--- src/rtl/axi_lite_cmd_master.sv ---
// Single-outstanding AXI4-Lite master: converts a valid/ready command stream into
// AXI-Lite write/read transactions and returns one response per command.
module axi_lite_cmd_master #(
    parameter int ADDR_W = 32,
    parameter int DATA_W = 32,
    parameter int CNT_W  = 16,
    localparam int STRB_W = DATA_W / 8
) (
    input  logic              clk,
    input  logic              rst,
    // command stream
    input  logic              cmd_valid,
    output logic              cmd_ready,
    input  logic              cmd_write,
    input  logic [ADDR_W-1:0] cmd_addr,
    input  logic [DATA_W-1:0] cmd_wdata,
    input  logic [STRB_W-1:0] cmd_wstrb,
    // response stream
    output logic              rsp_valid,
    input  logic              rsp_ready,
    output logic              rsp_write,
    output logic [DATA_W-1:0] rsp_rdata,
    output logic [1:0]        rsp_resp,
    // AXI write address / data / response
    output logic [ADDR_W-1:0] awaddr,
    output logic              awvalid,
    input  logic              awready,
    output logic [DATA_W-1:0] wdata,
    output logic [STRB_W-1:0] wstrb,
    output logic              wvalid,
    input  logic              wready,
    input  logic [1:0]        bresp,
    input  logic              bvalid,
    output logic              bready,
    // AXI read address / data
    output logic [ADDR_W-1:0] araddr,
    output logic              arvalid,
    input  logic              arready,
    input  logic [DATA_W-1:0] rdata,
    input  logic [1:0]        rresp,
    input  logic              rvalid,
    output logic              rready,
    // debug
    output logic              busy,
    output logic [CNT_W-1:0]  txn_count,
    output logic [CNT_W-1:0]  err_count
);

    typedef enum logic [2:0] {IDLE, WR, WR_B, RD_A, RD_R, RSP} state_t;

    state_t state;
    logic   aw_done;
    logic   w_done;
    logic   aw_hs;
    logic   w_hs;

    assign aw_hs = awvalid && awready;
    assign w_hs  = wvalid && wready;

    // Gated by rst so no command is taken while reset is asserted.
    assign cmd_ready = (state == IDLE) && !rst;

    // NOTE: every register here uses non-blocking assignment so all state updates
    // see pre-edge values; blocking assignment would make ordering matter.
    always_ff @(posedge clk or posedge rst) begin
        if (rst) begin
            state     <= IDLE;
            aw_done   <= 1'b0;
            w_done    <= 1'b0;
            awaddr    <= '0;
            awvalid   <= 1'b0;
            wdata     <= '0;
            wstrb     <= '0;
            wvalid    <= 1'b0;
            bready    <= 1'b0;
            araddr    <= '0;
            arvalid   <= 1'b0;
            rready    <= 1'b0;
            rsp_valid <= 1'b0;
            rsp_write <= 1'b0;
            rsp_rdata <= '0;
            rsp_resp  <= 2'b00;
            busy      <= 1'b0;
            txn_count <= '0;
            err_count <= '0;
        end else begin
            case (state)
                IDLE: begin
                    if (cmd_valid) begin
                        busy <= 1'b1;
                        if (cmd_write) begin
                            awaddr  <= cmd_addr;
                            wdata   <= cmd_wdata;
                            wstrb   <= cmd_wstrb;
                            awvalid <= 1'b1;
                            wvalid  <= 1'b1;
                            state   <= WR;
                        end else begin
                            araddr  <= cmd_addr;
                            arvalid <= 1'b1;
                            state   <= RD_A;
                        end
                    end
                end
                WR: begin
                    // AW and W complete independently, in either order or together.
                    if (aw_hs) begin
                        awvalid <= 1'b0;
                        aw_done <= 1'b1;
                    end
                    if (w_hs) begin
                        wvalid <= 1'b0;
                        w_done <= 1'b1;
                    end
                    if ((aw_done || aw_hs) && (w_done || w_hs)) begin
                        aw_done <= 1'b0;
                        w_done  <= 1'b0;
                        bready  <= 1'b1;
                        state   <= WR_B;
                    end
                end
                WR_B: begin
                    if (bvalid && bready) begin
                        bready    <= 1'b0;
                        rsp_write <= 1'b1;
                        rsp_rdata <= '0;
                        rsp_resp  <= bresp;
                        rsp_valid <= 1'b1;
                        state     <= RSP;
                    end
                end
                RD_A: begin
                    if (arvalid && arready) begin
                        arvalid <= 1'b0;
                        rready  <= 1'b1;
                        state   <= RD_R;
                    end
                end
                RD_R: begin
                    if (rvalid && rready) begin
                        rready    <= 1'b0;
                        rsp_write <= 1'b0;
                        rsp_rdata <= rdata;
                        rsp_resp  <= rresp;
                        rsp_valid <= 1'b1;
                        state     <= RSP;
                    end
                end
                RSP: begin
                    if (rsp_ready) begin
                        rsp_valid <= 1'b0;
                        busy      <= 1'b0;
                        state     <= IDLE;
                        if (txn_count != '1) txn_count <= txn_count + 1'b1;
                        if (rsp_resp != 2'b00 && err_count != '1) err_count <= err_count + 1'b1;
                    end
                end
                default: state <= IDLE;
            endcase
        end
    end

endmodule

--- config.mk ---
export PLATFORM = sky130hd
export DESIGN_NAME = axi_lite_cmd_master
export DESIGN_NICKNAME = d
export VERILOG_FILES = /design/src/rtl/axi_lite_cmd_master.sv
export SDC_FILE = /design/constraint.sdc
export NUM_CORES = 1
export LEC_CHECK = 0
export ABC_AREA = 1
export CORE_UTILIZATION = 40
export CTS_BUF_LIST = sky130_fd_sc_hd__clkbuf_8
export DETAILED_ROUTE_END_ITERATION = 6
export PLACE_DENSITY_LB_ADDON = 0.12
export SLEW_MARGIN = 0
export SYNTH_ARGS = -nofsm -noshare
export SYNTH_HDL_FRONTEND = slang
export SYNTH_SLANG_ARGS = --single-unit
--- constraint.sdc ---
create_clock -name clk -period 9.3 [get_ports clk]
set_input_delay 0.93 -clock clk [delete_from_list [all_inputs] [get_ports clk]]
set_output_delay 0.93 -clock clk [all_outputs]
set_load 0.005 [all_outputs]
# Word-level counts from Yosys, hierarchy flattened

Index checks and enable logic that the tools add are counted.

Output and inout bits: 175
Bits in registers: 179
Input bits: 114

Mux-type cells: 41
Equality and inequality tests: 17
Bitwise logic cells: 1
Add/subtract/negate cells: 2
Reductions and logical operators: 37

Operator list:

| cell                                                 | number |
|---|---|
| 2-to-1 mux 32 bit                                    | 2 |
| case mux 32 bit (2 select lines)                     | 1 |
| adder 16 x 1 -> 16 bit (second input constant)       | 2 |
| inequality test 16 bit (second input constant)       | 2 |
| AND reduction 3 bit                                  | 8 |
| inequality test 2 bit (second input constant)        | 10 |
| 2-to-1 mux 1 bit                                     | 19 |
| 2-to-1 mux 3 bit                                     | 6 |
| case mux 3 bit (6 select lines)                      | 1 |
| nonzero test 2 bit                                   | 9 |
| AND reduction 4 bit                                  | 4 |
| case mux 1 bit (2 select lines)                      | 7 |
| logical AND 1 bit                                    | 8 |
| equality test 3 x 2 -> 1 bit (second input constant) | 2 |
| equality test 3 bit (second input constant)          | 2 |
| 2-to-1 mux 2 bit                                     | 3 |
| AND reduction 6 bit                                  | 1 |
| case mux 2 bit (2 select lines)                      | 1 |
| AND reduction 2 bit                                  | 2 |
| equality test 3 x 1 -> 1 bit (second input constant) | 1 |
| logical NOT 3 bit                                    | 1 |
| case mux 1 bit (3 select lines)                      | 1 |
| nonzero test 3 bit                                   | 1 |
| logical OR 1 bit                                     | 2 |
| other kinds (2)                                      | 2 |

# Longest topological paths before layout

Depth after elaboration: 5
Mapped depth: 10
Depth with buffers taken out: 9

# Worst setup path after synthesis

No wires, ideal clock.

Kind: input port to output port
From: input rst
To: output cmd_ready
Data arrival time: 1.036 ns
Path slack: 7.334 ns
Required time: 8.370 ns
Stages on the path: 1
Cell sequence: nor2_1

Word-level cells in the longest chain between the ends: 2

Ends and longest elaborated chain:

| element                            | RTL line | RTL |
|---|---|---|
| start: declaration                 | 10       | `input logic rst,` |
| logical NOT 1 bit (no source line) | n/a      |  |
| logical AND 1 bit                  | 61       | `assign cmd_ready = (state == IDLE) && !rst;` |
| end: declaration                   | 13       | `output logic cmd_ready,` |

No other way between the ends.

# Worst setup path after layout

Same ends and word-level chain as after synthesis.

==> metrics.txt <==
status=completed; cts bufs inserted=17; Vias=roughly 6,700; Int Power=slightly above 0.001 W; clock buffer depth=2; first-pass GRT wire length=approximately 33,000 um; Die Ht=between 100 and 150 um; multi-input combinational cell area=approximately 2700 um2; CP required=8370 ps; FF-to-FF End=txn_count[7]$_DFFE_PP0P_; Max-cap violations=0; Arrival @ worst endpoint=around 2100 ps; chip width=approximately 140 um; Flop pwr share=0.572; Worst Clk Skew=23.36 ps; Slew @ Worst Pin=1054 ps; Syn Area/Cell=around 8.5 um2; crit end category=primary output; Antenna diodes=0; vias in the first global route=between 6,000 and 7,000; post-synthesis sequential area ratio=0.5707; clock latency on the worst-skew pair=around 460 ps; Initial Util=0.4141; Power Total=about 0.0014 W; Syn-to-layout area delta=42.74%; sw power=approximately 0.00032 W; post-DR wirelength/cell=around 14 um; Total GRT Usage=0.2087; Pleak=5.156 nW; share of cells above drive strength 1=0.05120; area occupied by registers=about 4500 um2; Mapped Nets=1,044; fin nets=approximately 1,300; num rows=50; synthesized instance count=approximately 930; pin count of the biggest net entering global routing=85; VDD IR max=0.08110 mV; post-synthesis cell type count=28; die area=20,190 um2; Hold Buf Count CTS=0; post-DP HPWL=14,490 um; DRC=0; Final Cycle Share=0.3223; Hold Path Cell Cnt=2; Reg2Reg Depth=9; CTS clock-pin slew for the worst setup and hold paths=roughly 90 ps; initial antenna violation count=0; Post-Synthesis Cell Area=between 7000 and 8000 um2; Synth warnings=0; Ports=between 200 and 300; flop and latch count out of synthesis=about 180; CTS tree=done; worst hold path type=reg -> reg; final slew viol count=0; Clock power frac=0.374; PortBufs=~290; initial drt markers=around 340; htree depth=4; number of setup buffers added after CTS=0; Placer Congestion=between 0.8 and 0.9; Clock Tree Root=clkbuf_8; Final Hold Fails=0; Worst Setup EP=cmd_ready; FF-to-FF Start=txn_count[0]$_DFFE_PP0P_; setup TNS=0 ps; post-cts resize count=0; unrepaired setup endpoints after global routing=no; crit path time final=2998 ps; DRT Pass-1 Iters=4; most common cell after layout, fill and taps aside=nand2_1; Power Density=between 100 and 150 nW/um2; CTS sink cnt=179; final setup violation count=0; Setup CP Type=in -> out; Logic pwr share=0.054; Total Wirelength=around 20,000 um; reg2reg setup slack=between 6000 and 7000 ps; fill cell count=between 1,500 and 2,000; Final ANT Viol Nets=0; fmax=between 300 and 400 MHz; Slew HR=0.2951; total core area=roughly 19,000 um2; commonest cells after routing, fill and taps aside=nand2_1 (336), clkdlybuf4s50_1 (288), dfrtp_1 (179); CP Launch Type=input pin; critical-path maximum fanout=2; Worst Setup SP=rst; vias per cell=4.525; grt ovf=0; Sw Ratio=0.2379
worst min path at each step:
stage	slack, ps	to	start
after floorplan	480	araddr[0]$_DFFE_PP0P_	araddr[0]$_DFFE_PP0P_
after global placement	460	rsp_rdata[26]$_DFFE_PP0P_	rsp_rdata[26]$_DFFE_PP0P_
after detailed placement	470	rsp_rdata[25]$_DFFE_PP0P_	rsp_rdata[25]$_DFFE_PP0P_
after CTS	490	rsp_rdata[25]$_DFFE_PP0P_	rsp_rdata[25]$_DFFE_PP0P_
after global routing	510	araddr[19]$_DFFE_PP0P_	araddr[19]$_DFFE_PP0P_
final	490	awaddr[24]$_DFFE_PP0P_	awaddr[24]$_DFFE_PP0P_
power by group through the flow:
| stage | combinational [W] | clock [W] | sequential, W |
|---|---|---|---|
| after floorplan | 0.0000201 | 0 | 0.000793 |
| after global placement | 0.0000748 | 0 | 0.000793 |
| after detailed placement | 0.0000748 | 0 | 0.000793 |
| after CTS | 0.0000751 | 0.000530 | 0.000778 |
| after global routing | 0.0000821 | 0.000561 | 0.000778 |
| final | 0.0000730 | 0.000509 | 0.000778 |
routing by layer:
layer	global-route usage	part of all wire
met1	0.2571	0.43
met2	0.3393	0.47
met3	0.07604	0.086
met4	0.06791	0.019
met5	0	0
sequential cells by signal, indices dropped and copies added (netlist names), 2 cells and up:
name / count
rsp_resp: 2
wstrb: 4
state: 3
araddr: 32
err_count: 16
rsp_rdata: 32
wdata: 32
txn_count: 16
awaddr: 32
kinds of logic (layout without fill, tap and decap cells):
kind of cell | Yosys count | in the layout | synth area share
xor+xnor | 11 | 11 | 0.01227
buf+inv | 147 | 430 | 0.08433
simple gates | 445 | 445 | 0.2347
compound gates | 144 | 144 | 0.09485
fa+ha+maj | 2 | 2 | 0.003188
flops | 179 | 179 | 0.5707
cell usage after synthesis (all sizes together):
library cell  count  area (um2)
ha                2       25.02
nor2             37       166.4
xnor2             4       35.03
a21oi             1       5.000
nand3b            8       60.06
buf              36       245.2
inv             107       401.6
nor3              6       30.03
and2              1       6.260
o21a              2       15.01
clkbuf            4       15.01
o21ai           141       724.4
xor2              7       61.31
nand4             3       18.77
dfrtp           179        4479
nand2           343        1303
nand3            47       257.8
through the flow:
stage               hold WS [ps]  instance area (um2)  worst slack (ps)  cells    util
detailed placement         469.9                10840              6312   1440  0.5719
global route               508.3                11200              6244   1471  0.5910
finish                     486.9                11200              6302   1471  0.5910
CTS                        492.9                11200              6298   1471  0.5910
floorplan                  475.8                 7849              3511    928       -
global placement           464.6                10840              6310   1440  0.5719
final cells by class:
cell class                      instances  share of cell area
Clock buffer                           17             0.02088
Inverter                              107             0.03630
Sequential cell                       179              0.3998
Clock inverter                         14             0.01139
Multi-Input combinational cell        602              0.2426
Timing Repair Buffer                  292              0.2600
Tap cell                              260             0.02904
critical path: stages:
cell and delay, ps:
clkdlybuf4s50_1 480, nor2_1 150, clkdlybuf4s50_1 510
Note: power is estimated with default switching activity, not from simulation.
